### config.mk
export PLATFORM = sky130hd
export DESIGN_NAME = fifo_read_ctrl
export DESIGN_NICKNAME = d
export VERILOG_FILES = /design/src/rtl/fifo_read_ctrl.sv
export SDC_FILE = /design/constraint.sdc
export NUM_CORES = 1
export LEC_CHECK = 0
export BUFFER_PORTS_ARGS = -buffer_cell sky130_fd_sc_hd__buf_2
export CAP_MARGIN = 10
export CORE_MARGIN = 8
export CORE_UTILIZATION = 40
export DETAILED_ROUTE_END_ITERATION = 8
export PLACE_DENSITY = 0.61
export SKIP_LAST_GASP = 1
export SYNTH_ARGS = -nofsm -noshare
export SYNTH_HDL_FRONTEND = slang
export SYNTH_SLANG_ARGS = --single-unit
### constraint.sdc
create_clock -name clk -period 2.5 [get_ports clk]
set_input_delay 0.25 -clock clk [delete_from_list [all_inputs] [get_ports clk]]
set_output_delay 0.25 -clock clk [all_outputs]
set_load 0.02 [all_outputs]
### src/rtl/fifo_read_ctrl.sv
// fifo_read_ctrl: read-side controller for a 512-entry FIFO array.
// Issues array reads against the write pointer, absorbs the array's
// one-cycle registered read latency in a two-entry output buffer, and
// presents words to the consumer on a valid/ready stream.
module fifo_read_ctrl #(
  parameter int DATA_WIDTH = 32,
  parameter int PTR_WIDTH  = 10
) (
  input  logic                  clk,
  input  logic                  rst,
  input  logic [PTR_WIDTH-1:0]  wptr,
  input  logic [DATA_WIDTH-1:0] mem_rdata,
  input  logic                  flush,
  output logic [PTR_WIDTH-1:0]  rptr,
  output logic                  fifo_rd,
  output logic                  fifo_empty,
  output logic [PTR_WIDTH-1:0]  rd_level,
  output logic                  m_valid,
  input  logic                  m_ready,
  output logic [DATA_WIDTH-1:0] m_data,
  output logic                  ptr_err
);

  // Threshold above which the write side must have lapped the reader.
  localparam logic [PTR_WIDTH-1:0] LVL_MAX = {1'b1, {(PTR_WIDTH-1){1'b0}}};

  logic [PTR_WIDTH-1:0]  r_rptr;
  logic                  r_inflight;
  logic [1:0]            r_cnt;
  logic [DATA_WIDTH-1:0] r_buf0;
  logic [DATA_WIDTH-1:0] r_buf1;
  logic                  r_ptr_err;

  logic                  w_empty;
  logic [PTR_WIDTH-1:0]  w_level;
  logic [1:0]            w_slots;
  logic                  w_pop;
  logic                  w_cap;
  logic                  w_rd;

  // Occupancy bookkeeping and the read-issue decision. A read is only
  // issued when the word it returns is guaranteed a buffer slot, counting
  // the word already in flight and any slot freed by this cycle's pop.
  always_comb begin
    w_empty = (wptr == r_rptr);
    w_level = wptr - r_rptr;
    w_slots = r_cnt + {1'b0, r_inflight};
    w_pop   = (r_cnt != 2'd0) & m_ready;
    w_cap   = r_inflight;
    w_rd    = !w_empty & !flush & !rst &
              ((w_slots < 2'd2) | ((w_slots == 2'd2) & w_pop));
  end

  // Read pointer, in-flight marker and sticky overrun flag.
  always_ff @(posedge clk) begin
    if (rst) begin
      r_rptr     <= '0;
      r_inflight <= 1'b0;
      r_ptr_err  <= 1'b0;
    end else begin
      r_inflight <= w_rd;
      if (flush)
        r_rptr <= wptr;
      else if (w_rd)
        r_rptr <= r_rptr + 1'b1;
      if (w_level > LVL_MAX)
        r_ptr_err <= 1'b1;
    end
  end

  // Two-entry output buffer: buf0 is the head shown on m_data, buf1 the
  // entry behind it. Flush drops everything including an arriving word.
  always_ff @(posedge clk) begin
    if (rst) begin
      r_cnt  <= 2'd0;
      r_buf0 <= '0;
    end else if (flush) begin
      r_cnt <= 2'd0;
    end else begin
      case ({w_pop, w_cap})
        2'b11: begin
          if (r_cnt == 2'd2) begin
            r_buf0 <= r_buf1;
            r_buf1 <= mem_rdata;
          end else begin
            r_buf0 <= mem_rdata;
          end
        end
        2'b10: begin
          r_buf0 <= r_buf1;
          r_cnt  <= r_cnt - 2'd1;
        end
        2'b01: begin
          if (r_cnt == 2'd0)
            r_buf0 <= mem_rdata;
          else
            r_buf1 <= mem_rdata;
          r_cnt <= r_cnt + 2'd1;
        end
        default: ;
      endcase
    end
  end

  assign rptr       = r_rptr;
  assign fifo_rd    = w_rd;
  assign fifo_empty = w_empty;
  assign rd_level   = w_level;
  assign m_valid    = (r_cnt != 2'd0);
  assign m_data     = r_buf0;
  assign ptr_err    = r_ptr_err;

endmodule

---- Yosys cells after proc, flatten, opt, wreduce, memory -nomap -nowiden ----
Cells that the tools add are included.
storage, ports and cells
  logic and storage cells ................. 51
  register bits ........................... 78
  output and inout bits ................... 56
cells by class
  equal/unequal tests ..................... 9
  reduce and logical (&&, ||, !) cells .... 12
  bitwise logic cells ..................... 8
  $lt $le $gt $ge ......................... 2
  muxes and demuxes ....................... 9
  add/sub/neg operators ................... 5
operators with widths
  operator                                                         number
  32-bit 2-to-1 mux                                                4
  32-bit case mux with 3 select lines                              1
  32-bit case mux with 2 select lines                              1
  10-bit 2-to-1 mux                                                2
  10-bit by 1-bit adder with 10-bit output, second input constant  1
  10-bit == test                                                   1
  10-bit > comparator, second input constant                       1
  10-bit subtractor                                                1
  2-bit == test, second input constant                             4
  2-bit nonzero test                                               4
  2-bit inequality test, second input constant                     3
  1-bit bitwise AND                                                5
  5-bit AND reduction                                              1
  2-bit case mux with 2 select lines                               1
  1-bit logical NOT                                                3
  3-bit AND reduction                                              1
  3-bit nonzero test                                               1
  2-bit by 1-bit adder with 2-bit output                           1
  2-bit by 1-bit adder with 2-bit output, second input constant    1
  2-bit by 1-bit == test with 1-bit output, second input constant  1
  2-bit logical NOT                                                1
  2-bit < comparator, second input constant                        1
  1-bit NOT                                                        2
  2-bit OR reduction                                               1
  other kinds (2)                                                  2

---- Longest topological paths before layout ----
Gate-level depths: netlist of the first run.
  depth in word-level cells ............... 7
  mapped depth ............................ 11
  depth with buffers taken out ............ 10

---- Worst setup path after synthesis of the first run ----
No wires, ideal clock.
  kind .................................... register -> output
  start ................................... reg r_rptr[0], in the netlist rptr[0]
  end ..................................... out rd_level[8]
  required time ........................... 2.250 ns
  cell stages (with the launch flop) ...... 10
  buffers on the path ..................... 0
  path slack .............................. -0.066 ns
  data arrival time ....................... 2.316 ns
  cell sequence ........................... dfxtp_1 > ha_1 > inv_1 > fa_1 > a211oi_1 > o21ai_0 > a21o_1 > a21o_2 > xnor2_1 > inv_1
between the ends
  word-level cells in the longest chain between the ends .. 1
ends and longest elaborated chain
  item                      line  text
  start: declaration        27    logic [PTR_WIDTH-1:0] r_rptr;
  start signal: assignment  63    r_rptr <= wptr;
  start signal: assignment  65    r_rptr <= r_rptr + 1'b1;
  10-bit subtractor         46    w_level = wptr - r_rptr;
  end: declaration          17    output logic [PTR_WIDTH-1:0] rd_level,
Every way passes these cells.

---- Final worst setup path of the first run ----
Same ends and word-level chain as after synthesis.

==> results by stage, run 1 <==
Clocking:
- At the later pin of the worst-skew pair, clock insertion delay measures 0.35 ns.
- TritonCTS created 9 clock buffers.
- CTS placed an instance of clkbuf_8 at the clock tree root.
- The longest clock path from root to sink contains 2 buffers.
- The register clock-pin slew on the reported worst setup and hold paths is 0.09 ns.
- TritonCTS built the clock tree.
- The sink count of the clock tree is 78.
- The deepest level of the CTS H-tree is 3.

Worst hold path:
- The path with the worst hold slack has its endpoint at r_buf1[24]$_DFFE_PP_.
- The depth of the worst hold-timing path is 1.
- The start point of the worst min-delay path is mem_rdata[24].
- The worst hold path belongs to the class primary input to flop.

Yosys:
- The net count after synthesis is 529.
- The share of synthesized area in the top cell type comes to 0.228.
- The gate count of the mapped netlist is 467.
- The predominant post-synthesis flop cell is dfxtp_1.
- After synthesis, the share of flip-flops with an asynchronous set or reset is 0.
- The number of register bits inferred by synthesis is 78.
- The most instantiated library cell after synthesis is nand2_1.
- Counting instances in the post-synthesis netlist gives the leading cell types as nand2_1, nor2_1, a21oi_1, dfxtp_1, a221oi_1.
- The synthesized netlist occupies a cell area of 4210 sq um.
- Yosys attributes the largest share of cell area to edfxtp_1, dfxtp_1, a221oi_1.
- In this run, distinct cell masters in the synthesized netlist total 56.
- Of the synthesized area, sequential elements account for 0.447.
- The largest total area in the synthesized netlist belongs to edfxtp_1.
- The yosys synthesis warning count is 0.
- The post-synthesis average cell area is 9.01 sq um.
- The synthesized design contains 32 enable-type register cells.

Timing:
- The transition at the pin with the smallest max-transition slack is 0.512 ns.
- The top achievable clock speed is 381 MHz.
- The minimum period implied by the final worst setup slack is 2.63 ns.
- The number of setup violations in the final report is 1.
- The relative slew slack is 0.658.
- Dividing the final minimum period by the clock period gives 1.05.
- Once routing completed, OpenROAD measured the worst setup slack at -0.127 ns.
- The number of slew-limit violations in the final report is 0.
- Setup repair after global routing could not meet its margin everywhere.
- The total count of hold-check failures in the final report is 0.
- The tightest hold path in the finished design has a slack of 0.0984 ns.
- The worst setup skew after layout is 0.0181 ns.

Power:
- The share of total power dissipated in combinational logic is 0.248.
- The leakage power is 2.17 nW.
- The worst supply voltage drop on vdd is 0.425 mV.
- The share of total power dissipated in the clock network is 0.339.
- The sequential group share of total power is 0.413.
- Of the total power, the share spent switching nets is 0.305.
- In this run the power density over the cells is 649 nW/um^2.
- The internal power summed over all cells is 2.39 mW.
- The net switching power is 1.05 mW.

Routing:
- In the final routed layout, each cell accounts on average for 17.1 microns.
- The remaining routing DRC violations is 0.
- The number of detailed-route iterations in the first pass is 5.
- In this run the remaining antenna-violating nets after routing total 0.
- Dividing the detail-routed via count by the number of cells gives 5.70.
- The final layout contains routed wiring with a total length of 12.1 mm.
- The DRC marker count from the first detailed-route iteration is 297.
- The via count is 4032.

Worst setup path:
- Data on the critical path is required at its endpoint by 2.25 ns.
- The worst register-to-register path has a setup slack of 0.14 ns.
- The reg-to-reg endpoint is ptr_err$_SDFFE_PP0N_.
- The startpoint type of the worst setup path is a flop.
- The launch point of the worst reg-to-reg path is rptr[0]$_SDFFE_PP0P_.
- Of all nets on the critical path, the largest fanout is 3.
- For the worst setup path, the data arrival time is 2.38 ns.
- By startpoint and endpoint, the worst setup path is classified as flop to output port.
- The path depth of the worst reg2reg path is 12.
- The worst setup path is captured at an output port.

Global routing:
- The overall overflow remaining after global route is 0.
- The first global-routing pass estimated 20.0 mm of wire.
- The initial antenna violation count is 0.
- The largest net degree at the start of global routing is 47.
- The combined global-route utilization of all metal layers is 0.168.
- The number of global-route vias before repair was 4042.

Cells and area:
- Counting the fill cells in the layout gives 1005.
- The number of nets in the final layout is 628.
- The fraction of layout cells with a size suffix above 1 is 0.312.
- The finished layout holds 707 standard cells, fillers aside.
- Summing all flip-flop and latch instances after layout gives 1890 sq um.
- The area added between synthesis and finish is 25.8%.
- The area of the multi-input gates is 2200 sq um.
- The repair_antennas step left the layout with diodes totalling 0.

Run:
- The tool flagged a number of max-cap violations equal to 0.

Die:
- The placement row count is 37.
- The core box area is 10300 sq um.
- The die is 119 microns wide.
- The die outline height is 119 microns.
- In this run the count of I/O pins placed on the die edge is 102.
- The area enclosed by the die boundary is 14100 sq um.
- The starting utilization of the core area is 0.410.

Run status:
- The flow ran to the end, but the final reports show violations.
- The final reports fail on negative setup slack.

Placement:
- The count of buffers added on input and output ports is 101.
- At the end of routability-driven placement, the weighted congestion stood at 0.833.
- The cell count after placement is 686.
- The HPWL after detailed placement is 8.27 mm.
==> power by group through the flow <==
| stage | registers (mW) | clock network [mW] | logic, mW |
|---|---|---|---|
| after global placement | 1.45 | 0 | 0.777 |
| after floorplan | 1.50 | 0 | 0.470 |
| after CTS | 1.42 | 1.19 | 0.837 |
| after global routing | 1.43 | 1.24 | 0.936 |
| after detailed placement | 1.45 | 0 | 0.792 |
| final | 1.42 | 1.17 | 0.851 |
==> critical path, cell delays in order (launching register included) <==
cell and delay (ns):
dfxtp_2 0.36, ha_4 0.14, inv_2 0.04, fa_2 0.37
a211oi_4 0.31, o21ai_2 0.10, a21o_1 0.16, a21o_2 0.20
xnor2_2 0.14, inv_1 0.07, buf_6 0.13
==> what timing repair did <==
action	4_1_cts	5_1_grt
endpoints found under the hold margin	0	0
pin swaps	7	6
resized for setup	16	12
buffers inserted	4	1
setup endpoints to repair	5	24
hold buffers	0	0
==> per-layer routing <==
metal	track usage	part of all wire	vias to the layer above
li1	-	-	1942
met1	0.215	0.45	1944
met2	0.271	0.47	136
met3	0.0452	0.068	10
met4	0.0514	0.011	0
met5	0	0	-
==> cell type report <==
cell class	count	share of cell area
Multi-Input combinational cell	334	0.415
Clock buffer	9	0.0234
Timing Repair Buffer	126	0.137
Clock inverter	7	0.0227
Inverter	17	0.0130
Sequential cell	78	0.356
Tap cell	136	0.0321
==> cell families after synthesis <==
| group | after synthesis | share of synthesized area |
|---|---|---|
| AO/OA/AOI/OAI | 148 | 0.252 |
| XOR/XNOR | 9 | 0.0187 |
| adder cells (fa/ha/maj) | 16 | 0.0493 |
| buffers and inverters | 55 | 0.0583 |
| flip-flops | 78 | 0.447 |
| multiplexers | 3 | 0.00832 |
| AND/OR/NAND/NOR | 158 | 0.166 |
==> how the worst max path moves through the flow <==
stage	from	to	slack, ns	cells past startpoint
2_1_floorplan	rptr[0]$_SDFFE_PP0P_	rd_level[8]	0.06	9
3_3_place_gp	wptr[0]	rd_level[8]	-0.13	12
3_5_place_dp	wptr[0]	rd_level[8]	-0.18	12
4_1_cts	rptr[0]$_SDFFE_PP0P_	rd_level[8]	-0.14	10
5_1_grt	rptr[0]$_SDFFE_PP0P_	rd_level[8]	-0.21	10
6_report	rptr[0]$_SDFFE_PP0P_	rd_level[8]	-0.13	10
==> metrics by stage <==
stage | util | cell area, sq um | total power [mW] | setup TNS [ns] | setup WS, ns
after global placement | 0.476 | 4890 | 2.22 | -0.142 | -0.135
after floorplan | - | 4210 | 1.97 | 0 | 0.0594
final | 0.515 | 5300 | 3.44 | -0.127 | -0.127
after detailed placement | 0.476 | 4890 | 2.24 | -0.232 | -0.177
after CTS | 0.510 | 5250 | 3.45 | -0.152 | -0.136
after global routing | 0.515 | 5300 | 3.61 | -0.352 | -0.209
==> state kept, by name, indices dropped and copies added, names as in the netlist <==
register and flops:
m_data 32, r_buf1 32, r_inflight 1, rptr 10, ptr_err 1, r_cnt 2
==> cells in the final DEF (no fill, tap or decap), drive strengths merged, types with 3 or more instances in the layout <==
cell type / n
nand3: 5
nand2: 68
clkbuf: 9
nor3: 10
xor2: 7
bufinv: 3
a221oi: 34
o31a: 3
ha: 15
a311oi: 32
nor2: 53
inv: 18
and2: 4
nor2b: 4
buf: 126
a21oi: 46
edfxtp: 32
and3: 3
a32oi: 3
o21a: 4
dfxtp: 46
o21ai: 15
(Power assumes the default switching activity.)
==> run 2, diff against run 1 <==
--- a/config.mk
+++ b/config.mk
@@ -11,6 +11,7 @@
 export CORE_UTILIZATION = 40
 export DETAILED_ROUTE_END_ITERATION = 8
 export PLACE_DENSITY = 0.61
+export REMOVE_ABC_BUFFERS = 1
 export SKIP_LAST_GASP = 1
 export SYNTH_ARGS = -nofsm -noshare
 export SYNTH_HDL_FRONTEND = slang
==> constraint.sdc (replaced) <==
create_clock -name clk -period 2.5 [get_ports clk]
set_input_delay 0.125 -clock clk [delete_from_list [all_inputs] [get_ports clk]]
set_output_delay 0.125 -clock clk [all_outputs]
set_load 0.02 [all_outputs]
==> run 2 against run 1 <==
Against the previous run: the run still ends with negative setup slack left; clock skew shrank 0.010 ns; cell area grew 5.1%; worst hold slack worse by 0.040 ns; critical path depth is the same; setup slack better by 0.12 ns; via count rose by 2.8%; non-clock buffer count up 32; final cell count increased by 4.5%; global-route usage rose by 0.66 points; fmax rose by 4.9%; largest cell class unchanged.
==> results by stage, run 2 (synthesis results as in run 1) <==
Run status:
- The flow ran to the end, but the final reports show violations.
- The checks that failed: negative setup slack.

Timing:
- The relative slew slack came to 0.645 (-0.0135).
- The transition at the pin with the smallest max-transition slack came to 0.533 ns (+0.0203 ns).
- The number of setup violations in the final report came to 1 (unchanged).
- The number of slew-limit violations in the final report was 0 (unchanged).
- The portion of the clock cycle consumed by the worst path in the final layout is 1.00 (-0.0493).
- Setup repair after global routing could not meet its margin everywhere.
- The minimum period implied by the final worst setup slack is 2.50 ns (-0.123 ns).
- The total count of hold-check failures in the final report came to 0 (unchanged).
- The final worst-path setup slack is -0.00390 ns (+0.123 ns).
- The top achievable clock speed is 399 MHz (+4.9%).
- The worst setup skew after layout is 0.00772 ns (-0.0103 ns).

Die:
- The starting utilization of the core area is 0.410 (unchanged).
- The area enclosed by the die boundary is 14100 sq um (unchanged).
- The die outline height is 119 microns (unchanged).
- The placement row count is 37 (unchanged).
- The number of placed I/O pins was 102 (unchanged).
- The die outline width is 119 microns (unchanged).
- The core box area is 10300 sq um (unchanged).

Clocking:
- The maximum count of clock buffers along a single path is 2 (unchanged).
- The sink count of the clock tree is 78 (unchanged).
- The deepest level of the CTS H-tree is 3 (unchanged).
- In this run the clock root is driven by a clkbuf_8.
- The insertion delay to the later sink of the worst-skew pair is 0.34 ns (about the same).
- TritonCTS built the clock tree.
- The register clock-pin slew on the reported worst setup and hold paths is 0.08 ns (about the same).
- The number of buffers inserted during clock tree synthesis is 9 (unchanged).

Worst hold path:
- The endpoint of the worst hold path is rptr[8]$_SDFFE_PP0P_.
- The depth of the worst hold-timing path is 3 (+2).
- The start point of the worst min-delay path is wptr[8].
- The type of the most critical hold path is primary input to flop.

Global routing:
- The largest net degree at the start of global routing is 47 (unchanged).
- The overall overflow remaining after global route is 0 (unchanged).
- The combined global-route utilization of all metal layers is 0.175 (+0.00661).
- The global routing stage identified its most utilized layer as met2.
- The number of global-route vias before repair was 4046 (+0.099%).
- The initial antenna violation count is 0 (unchanged).
- The global routing met3 resource utilization is 0.0300 (-0.0152).
- The fraction of met2 tracks used by global routing came to 0.303 (+0.0325).
- The global-route met1 utilization is 0.211 (-0.00458).
- The wire length of the first global-routing pass was 20.5 mm (+2.5%).

Worst setup path:
- The worst setup path is launched from a flop.
- The required time of the critical path is 2.38 ns (+0.13 ns).
- The endpoint type of the worst setup path is an output port.
- The startpoint identified for the worst register-to-register timing path is rptr[0]$_SDFFE_PP0P_.
- The worst path arrival time is 2.38 ns (about the same).
- In this run the critical register-to-register path is captured at ptr_err$_SDFFE_PP0N_.
- The reg2reg setup slack is 0.15 ns (about the same).
- The path depth of the worst reg2reg path was 11 (-1).
- The largest driver fanout on the critical path is 2 (-1).
- The class of the most critical setup path is flop to output port.

Routing:
- The remaining routing DRC violations is 0 (unchanged).
- The total wirelength of the detailed-routed design came to 12.7 mm (+5.2%).
- The via count came to 4143 (+2.8%).
- The antenna violation net count after detailed routing is 0 (unchanged).
- The number of detailed-route iterations in the first pass was 5 (unchanged).
- The detail-routed net length per standard cell is 17.2 microns (+0.67%).
- The DRC marker count from the first detailed-route iteration was 372 (+25%).
- The routed via count divided by cell count is 5.61 (-1.7%).

Placement:
- The worst slack at placement was -0.0907 ns (+0.0866 ns).
- The cell count after placement is 681 (-0.73%).
- The quantity of I/O buffers inserted on ports came to 101 (unchanged).
- The final weighted congestion in routability-driven placement is 0.882 (+5.8%).
- The HPWL after detailed placement is 8.31 mm (+0.49%).

Cells and area:
- The post-route non-filler standard cell count is 739 (+4.5%).
- The area added between synthesis and finish is 32.3%.
- The most common cell after layout, fill and taps aside is buf_2.
- The number of nets in the final layout is 660 (+5.1%).
- The area of the multi-input gates was 2160 sq um (-1.7%).
- The sequential cell area was 1890 sq um (about the same).
- The fraction of layout cells with a size suffix above 1 was 0.285 (-0.0265).
- The library cells used most frequently in the layout, excluding fill and tap cells, are buf_2, nand2_1, nor2_1, a21oi_1, dfxtp_1.
- The total inserted antenna cells came to 0 (unchanged).
- The count of fill cells added during filler insertion is 966 (-3.9%).

Power:
- The leakage power is 2.29 nW (+5.6%).
- The worst supply voltage drop on vdd is 0.296 mV (-30%).
- The overall power after layout was 3.35 mW (-2.5%).
- The power per standard cell area is 602 nW/um^2 (-7.2%).

Run:
- The number of maximum-capacitance violations came to 0 (unchanged).
-- run 2: cell types whose count changed in the layout (fill, tap and decap cells not counted), moves of 2 or more --
cell           previous run  this run
o21ai_1                   4         6
ha_4                      5         2
ha_1                      7        11
dlygate4sd3_1             0        32
buf_4                    24        22
-- run 2: critical path, stage by stage, from the launching register on --
cell	delay [ns]
dfxtp_2	0.36
ha_4	0.14
inv_2	0.03
fa_2	0.35
a211oi_2	0.29
o21ai_1	0.13
a21o_1	0.18
a21o_2	0.20
xnor2_2	0.15
inv_1	0.07
buf_6	0.13
-- run 2: through the flow --
stage | TNS [ns] | instance area [sq um] | util | hold WS, ns
6_report | -0.00390 | 5570 | 0.542 | 0.0582
3_5_place_dp | -0.0910 | 4870 | 0.473 | 0.337
2_1_floorplan | -20.42 | 4030 | - | 0.194
4_1_cts | -0.0283 | 5500 | 0.535 | 0.0442
5_1_grt | -0.115 | 5570 | 0.542 | 0.0884
3_3_place_gp | 0 | 4870 | 0.473 | 0.335
-- run 2: timing repair --
action / 4_1_cts / 5_1_grt
endpoints found under the hold margin: 32 / 0
cloned: 0 / 0
endpoints found under the setup margin: 3 / 44
hold buffers: 32 / 0
gates resized for setup: 14 / 12
buffers inserted: 7 / 4
pin swaps: 7 / 5
-- run 2: where the power goes --
part / total [mW] / internal, mW / switching (mW)
combinational: 0.889 / 0.365 / 0.524
sequential: 1.42 / 1.38 / 0.0400
clock: 1.04 / 0.563 / 0.477
total: 3.35 / 2.31 / 1.04
-- run 2: layer usage --
| layer | share of wire | vias to the layer above |
|---|---|---|
| met3 | 0.052 | 15 |
| met4 | 0.017 | 0 |
| met2 | 0.49 | 135 |
| met5 | 0 | - |
| li1 | - | 2007 |
| met1 | 0.44 | 1986 |
-- run 2: worst max path at each step --
stage          cells past startpoint                  start                      to
2_1_floorplan                      6  r_cnt[1]$_SDFFE_PP0N_  m_data[0]$_SDFFE_PP0P_
3_3_place_gp                      12                wptr[0]             rd_level[8]
3_5_place_dp                       8   rptr[1]$_SDFFE_PP0P_    ptr_err$_SDFFE_PP0N_
4_1_cts                           10   rptr[0]$_SDFFE_PP0P_             rd_level[8]
5_1_grt                           10   rptr[0]$_SDFFE_PP0P_             rd_level[8]
6_report                          10   rptr[0]$_SDFFE_PP0P_             rd_level[8]
-- run 2: area by class of cell --
class,instances,share of cell area
repair buffers,158,0.191
clock buffers,10,0.0229
clock inverters,6,0.0157
flip-flops and latches,78,0.339
inverters,17,0.0124
well taps,136,0.0306
multi-input cells,334,0.388
